==> src/rtl/flash_pkg.sv <==
// Shared definitions for the SPI NOR flash engines: opcodes, status bit
// position and the writer state encoding.
package flash_pkg;

  localparam logic [7:0] CMD_WREN = 8'h06;
  localparam logic [7:0] CMD_PP   = 8'h02;
  localparam logic [7:0] CMD_RDSR = 8'h05;
  localparam logic [7:0] CMD_SE   = 8'h20;
  localparam logic [7:0] CMD_READ = 8'h03;

  localparam int unsigned STATUS_WIP_BIT = 0;

  typedef enum logic [2:0] {
    S_IDLE,
    S_WREN,
    S_ERASE,
    S_PROG,
    S_GAP,
    S_POLL,
    S_CHECK,
    S_DONE
  } writer_state_t;

  // States in which a command is on the wire and chip select is low
  function automatic logic is_cmd_state(input writer_state_t s);
    return (s == S_WREN) || (s == S_ERASE) || (s == S_PROG) || (s == S_POLL);
  endfunction

endpackage

==> src/rtl/spi_shift_engine.sv <==
// Two-phase SPI mode-0 bit engine. A load latches up to 64 bits (sent MSB
// first); each bit spends one cycle with sclk low (data set up) and one with
// sclk high (MISO sampled). finished is high during the last sclk-high cycle.
module spi_shift_engine
  import flash_pkg::*;
(
  input  logic        clk,
  input  logic        rst,
  input  logic        load,
  input  logic [63:0] tx_word,
  input  logic [6:0]  bit_count,
  input  logic        rx_en,
  input  logic        miso,
  output logic [7:0]  rx_byte,
  output logic        finished,
  output logic        sclk,
  output logic        mosi
);

  logic        active;
  logic        rx_on;
  logic [63:0] shreg;
  logic [6:0]  cnt;

  assign finished = active & sclk & (cnt == '0);

  // Bit sequencing: load, then alternate low/high phases until count runs out
  always_ff @(posedge clk) begin
    if (rst) begin
      active  <= 1'b0;
      rx_on   <= 1'b0;
      sclk    <= 1'b0;
      mosi    <= 1'b0;
      shreg   <= '0;
      cnt     <= '0;
      rx_byte <= '0;
    end else if (load) begin
      active <= 1'b1;
      rx_on  <= rx_en;
      sclk   <= 1'b0;
      mosi   <= tx_word[63];
      shreg  <= {tx_word[62:0], 1'b0};
      cnt    <= bit_count - 7'd1;
    end else if (active) begin
      if (!sclk) begin
        sclk <= 1'b1;
        if (rx_on) begin
          rx_byte <= {rx_byte[6:0], miso};
        end
      end else begin
        sclk <= 1'b0;
        if (cnt == '0) begin
          active <= 1'b0;
          mosi   <= 1'b0;
        end else begin
          mosi  <= shreg[63];
          shreg <= {shreg[62:0], 1'b0};
          cnt   <= cnt - 7'd1;
        end
      end
    end
  end

endmodule

==> src/rtl/flash_writer.sv <==
// SPI NOR flash word programmer: WREN, PAGE PROGRAM of one 32-bit word
// (little-endian byte order), then RDSR polling until WIP clears or the poll
// limit is reached (sticky error).
// Optional FLASH_WRITER_ERASE_EN: a write to a 4 KiB-aligned address first
// issues WREN + SECTOR ERASE and polls it to completion.
module flash_writer
  import flash_pkg::*;
#(
  parameter int unsigned CS_GAP     = 8,
  parameter logic [31:0] POLL_LIMIT = 32'd5000000
) (
  input  logic        clk,
  input  logic        rst,
  input  logic        writeStart,
  input  logic [23:0] writeAddress,
  input  logic [31:0] writeData,
  output logic        busy,
  output logic        done,
  output logic        error,
  output logic        flashClk,
  output logic        flashMosi,
  output logic        flashCs,
  input  logic        flashMiso
);

  writer_state_t state, next_state;
  writer_state_t gap_next, gap_next_d;

  logic [23:0] addr_q;
  logic [31:0] data_q;
  logic [31:0] gap_cnt;
  logic [31:0] poll_count;
  logic        started;
  logic        erase_pending;
  logic        erase_req;
  logic        set_error;
  logic        clear_erase;

  logic        load;
  logic [63:0] tx_word;
  logic [6:0]  bit_count;
  logic        rx_en;
  logic [7:0]  rx_byte;
  logic        finished;

`ifdef FLASH_WRITER_ERASE_EN
  assign erase_req = (writeAddress[11:0] == '0);
`else
  assign erase_req = 1'b0;
`endif

  spi_shift_engine u_engine (
    .clk       (clk),
    .rst       (rst),
    .load      (load),
    .tx_word   (tx_word),
    .bit_count (bit_count),
    .rx_en     (rx_en),
    .miso      (flashMiso),
    .rx_byte   (rx_byte),
    .finished  (finished),
    .sclk      (flashClk),
    .mosi      (flashMosi)
  );

  // State register; chip select is registered from the next state so it
  // falls one cycle ahead of the first data phase and rises right after the last
  always_ff @(posedge clk) begin
    if (rst) begin
      state    <= S_IDLE;
      gap_next <= S_IDLE;
      flashCs  <= 1'b1;
    end else begin
      state    <= next_state;
      gap_next <= gap_next_d;
      flashCs  <= !is_cmd_state(next_state);
    end
  end

  // Next-state logic
  always_comb begin
    next_state  = state;
    gap_next_d  = gap_next;
    set_error   = 1'b0;
    clear_erase = 1'b0;
    unique case (state)
      S_IDLE: begin
        if (writeStart) next_state = S_WREN;
      end
      S_WREN: begin
        if (finished) begin
          next_state = S_GAP;
          gap_next_d = erase_pending ? S_ERASE : S_PROG;
        end
      end
      S_ERASE, S_PROG: begin
        if (finished) begin
          next_state = S_GAP;
          gap_next_d = S_POLL;
        end
      end
      S_GAP: begin
        if (gap_cnt + 32'd1 >= 32'(CS_GAP)) next_state = gap_next;
      end
      S_POLL: begin
        if (finished) next_state = S_CHECK;
      end
      S_CHECK: begin
        if (!rx_byte[STATUS_WIP_BIT]) begin
          if (erase_pending) begin
            clear_erase = 1'b1;
            next_state  = S_GAP;
            gap_next_d  = S_WREN;
          end else begin
            next_state = S_DONE;
          end
        end else if (poll_count >= POLL_LIMIT) begin
          set_error  = 1'b1;
          next_state = S_DONE;
        end else begin
          next_state = S_GAP;
          gap_next_d = S_POLL;
        end
      end
      S_DONE: next_state = S_IDLE;
      default: next_state = S_IDLE;
    endcase
  end

  // Outputs and shift-engine command selection
  always_comb begin
    tx_word   = '0;
    bit_count = '0;
    rx_en     = 1'b0;
    busy      = (state != S_IDLE);
    done      = (state == S_DONE);
    load      = is_cmd_state(state) && !started;
    unique case (state)
      S_WREN: begin
        tx_word   = {CMD_WREN, 56'b0};
        bit_count = 7'd8;
      end
      S_ERASE: begin
        tx_word   = {CMD_SE, addr_q, 32'b0};
        bit_count = 7'd32;
      end
      S_PROG: begin
        tx_word   = {CMD_PP, addr_q, data_q[7:0], data_q[15:8], data_q[23:16], data_q[31:24]};
        bit_count = 7'd64;
      end
      S_POLL: begin
        tx_word   = {CMD_RDSR, 56'b0};
        bit_count = 7'd16;
        rx_en     = 1'b1;
      end
      default: ;
    endcase
  end

  // Request latching, error flag, gap and poll counters
  always_ff @(posedge clk) begin
    if (rst) begin
      addr_q        <= '0;
      data_q        <= '0;
      error         <= 1'b0;
      erase_pending <= 1'b0;
      started       <= 1'b0;
      gap_cnt       <= '0;
      poll_count    <= '0;
    end else begin
      if (state == S_IDLE && writeStart) begin
        addr_q        <= writeAddress;
        data_q        <= writeData;
        error         <= 1'b0;
        erase_pending <= erase_req;
      end
      if (set_error) error <= 1'b1;
      if (clear_erase) erase_pending <= 1'b0;
      started <= is_cmd_state(state) && !finished;
      gap_cnt <= (state == S_GAP) ? gap_cnt + 32'd1 : '0;
      if (state == S_WREN) begin
        poll_count <= '0;
      end else if (state == S_POLL && finished && poll_count < POLL_LIMIT) begin
        poll_count <= poll_count + 32'd1;
      end
    end
  end

endmodule

==> config.mk <==
export PLATFORM = sky130hd
export DESIGN_NAME = flash_writer
export DESIGN_NICKNAME = d
export VERILOG_FILES = /design/src/rtl/flash_pkg.sv /design/src/rtl/spi_shift_engine.sv /design/src/rtl/flash_writer.sv
export SDC_FILE = /design/constraint.sdc
export NUM_CORES = 1
export LEC_CHECK = 0
export CAP_MARGIN = 5
export CORE_MARGIN = 2
export CORE_UTILIZATION = 30
export DETAILED_ROUTE_END_ITERATION = 10
export MAX_ROUTING_LAYER = met4
export PLACE_DENSITY = 0.52
export SYNTH_ARGS = -nofsm -noshare
export SYNTH_HDL_FRONTEND = slang
export SYNTH_SLANG_ARGS = --single-unit
==> constraint.sdc <==
create_clock -name clk -period 2.7 [get_ports clk]
set_input_delay 0.675 -clock clk [delete_from_list [all_inputs] [get_ports clk]]
set_output_delay 0.675 -clock clk [all_outputs]
set_load 0.1 [all_outputs]
==> summary.txt <==
Placement
  • Pre-CTS setup slack: 0.139 ns
  • HPWL Detailed: between 10,000 and 15,000 µm
  • # placed instances: about 1,500
  • GP Congestion: around 0.77
  • Port buffer count: 65
  • Post-DP Area: roughly 10,000 µm²

Layout
  • # diodes: 0
  • Post-route cell area: 10,700 µm²
  • Layout cell share with drive strength beyond 1: under 10%
  • Area Growth Syn to Fin: 20.9%
  • Nets: around 1,200
  • Finished Layout Cells: 1,551

STA
  • Final worst clock skew: about 0.016 ns
  • Max-slew headroom: between 60 and 70%
  • Final Hold Fails: 0
  • Unrepaired setup endpoints after global routing: no
  • Worst-margin pin slew: about 0.47 ns
  • Fin. max-slew vios: 0
  • Fmax: 389 MHz
  • Fin crit share: between 90% and 100%
  • Setup WS post-layout: 0.132 ns
  • Setup TNS: 0 ns
  • Final setup fails: 0
  • Min cycle time layout: roughly 2.6 ns

Yosys
  • Cell area after synthesis: approximately 8900 µm²
  • Top cells by count, synth: nand2_1 (219), dfxtp_1 (204), nor2_1 (151)
  • Count leader, synth: nand2_1
  • Synth Instances: approximately 1,100
  • Synth warn: 0
  • Async S/R FF share, synth: 0%
  • Syn avg cell area: 8.03 µm²
  • Top FF cell, synth: dfxtp_1
  • Post-synth top area share: between 40 and 50%
  • Post-synth EDFFs: 0
  • Synth area leader: dfxtp_1
  • Syn nets: roughly 1,200
  • FF+latch count, synth: 204
  • Synth cell types: ~70
  • Post-synthesis sequential area ratio: around 46%
  • Synth top area cells: dfxtp_1 (46%), nand2_1 (9.2%), nor2_1 (6.4%)

Route
  • DR DRC count: 0
  • First-pass DRT Iterations: 4
  • DR vias: 7,444
  • Vias per std cell: about 4.8
  • ANT nets after route: 0
  • Per-cell routed wire length: around 13 µm
  • DRT Wirelength: 20,800 µm
  • DR iter-0 viols: just under 500

CTS
  • Max clock buf depth: 3
  • H-tree depth: 1
  • # hold bufs at CTS: 0
  • Root buffer cell: clkbuf_16
  • Post-CTS Setup Bufs: 0
  • Clock Latency Late Sink: a little over 0.5 ns
  • Reg clk slew, reported paths: roughly 0.06 ns
  • CTS buffer count: 23
  • CTS tree: built
  • CTS Sinks: 204

Critical path
  • Critical Path RT: ~3.1 ns
  • Element type at the critical path end: register
  • Worst path max stage delay: roughly 0.58 ns
  • Worst setup SP type: register
  • CP Max Fanout: 7
  • Critical path class: reg -> reg
  • Setup crit start: gap_cnt[11]
  • Reg2reg start: gap_cnt[11]
  • Slowest CP cell: or4_1
  • Cells on worst reg2reg path: 8
  • CP Cell Sequence: nand4_4 -> or4_1 -> nor3_2 -> a31o_1 -> and4_1 -> nand4_1 -> a41oi_2 -> o221ai_2
  • Worst EP arrival: 2.94 ns

Floorplanning
  • Row count: 63
  • CORE AREA: between 20,000 and 30,000 µm²
  • Chip width: between 150 and 200 µm
  • Starting Density: 30.2%
  • Ports: between 60 and 70
  • Die height: around 180 µm
  • Die area: between 30,000 and 40,000 µm²

Global route
  • Grt ovf: 0
  • Antenna violations before repair: 0
  • GRT Util Overall: between 10% and 20%
  • Largest net degree at the start of global routing: 68
  • Number of global-route vias before repair: roughly 7,000
  • First-pass GRT wire length: around 35,000 µm

Worst hold path
  • Hold Startpoint: rst
  • Min-delay worst type: in -> reg
  • Worst Hold Depth: 2

Pwr
  • Maximum vdd drop: around 0.43 mV
  • LEAKAGE: 3.75 nW
  • PD cells: ~670 nW/µm²

Job
  • Max Cap Viol: 0

Run status
  • Status: completed
## routing by layer
layer  routed length, µm  global-route usage [%]  part of all wire [%]  vias up
met5                   0                       -                     0        -
met4                 444                    3.44                   2.1        0
met3                 641                    1.92                   3.1       30
met2                9180                    21.0                    44       95
met1               10600                    18.8                    51     3456
li1                    -                       -                     -     3863
## flip-flops by register name, summed over array words and instances, names as in the netlist
signal and cells:
poll_count 32, u_engine.shreg 63, u_engine.mosi 1, u_engine.cnt 7, flashCs 1, gap_next 3, state 3, u_engine.rx_on 1
addr_q 24, u_engine.rx_byte 1, data_q 32, gap_cnt 32, u_engine.sclk 1, u_engine.active 1, error 1, started 1
## final cells by class
class,instances,area (µm²)
fill,3098,18700
multi-input combinational,809,4470
sequential,204,4090
timing repair buffer,99,976
clock buffer,28,614
tap,390,488
clock inverter,6,62.6
inverter,15,56.3
## stage by stage
stage / hold slack [ns] / power, mW / util [%]
after global placement: 0.443 / 4.34 / 34.2
after CTS: 0.428 / 7.27 / 36.5
after floorplan: 0.429 / 4.02 / -
after global routing: 0.444 / 7.51 / 36.6
final: 0.436 / 7.17 / 36.6
after detailed placement: 0.446 / 4.35 / 34.2
## cell families after synthesis
group / synth area share [%]
AND/OR/NAND/NOR: 25.5
XOR/XNOR: 5.52
flip-flops: 45.9
buffers and inverters: 4.21
adder cells (fa/ha/maj): 0.563
AO/OA/AOI/OAI: 17.3
multiplexers: 0.971
## critical path, delay by kind of cell, from the launching register on
family	cells	cell delay [ns]
simple gates	5	1.38
compound gates	3	0.59
flops	1	0.47
## final timing paths
check	end	slack, ns
worst max-delay path	flashCs	0.13
worst min-delay path	addr_q[7]	0.44
worst max register to register	flashCs	0.13
worst min register to register	u_engine.shreg[61]	0.45
## power breakdown
part / switching, mW / internal, mW
clock: 1.21 / 1.69
combinational: 0.565 / 0.378
sequential: 0.113 / 3.22
total: 1.88 / 5.29
## layout by cell type (no fill, tap or decap), types with 6 or more instances in the layout
cell and instances:
xor2_1 31, nand2_1 217, clkbuf_16 23, xnor2_1 25, clkdlybuf4s50_1 58, nand4_1 17, nand3_1 27, nor3_1 11
and2_1 17, buf_4 34, mux2i_1 6, a211oi_1 62, a21oi_1 75, inv_1 15, buf_12 7, o21ai_0 69
nor2_1 150, and3_1 10, dfxtp_1 202
## timing repair
item | 4_1_cts | 5_1_grt
endpoints found under the setup margin | 0 | 4
hold endpoints to repair | 0 | 0
gates resized for setup | 0 | 5
Power figures use the tool's default switching activity.
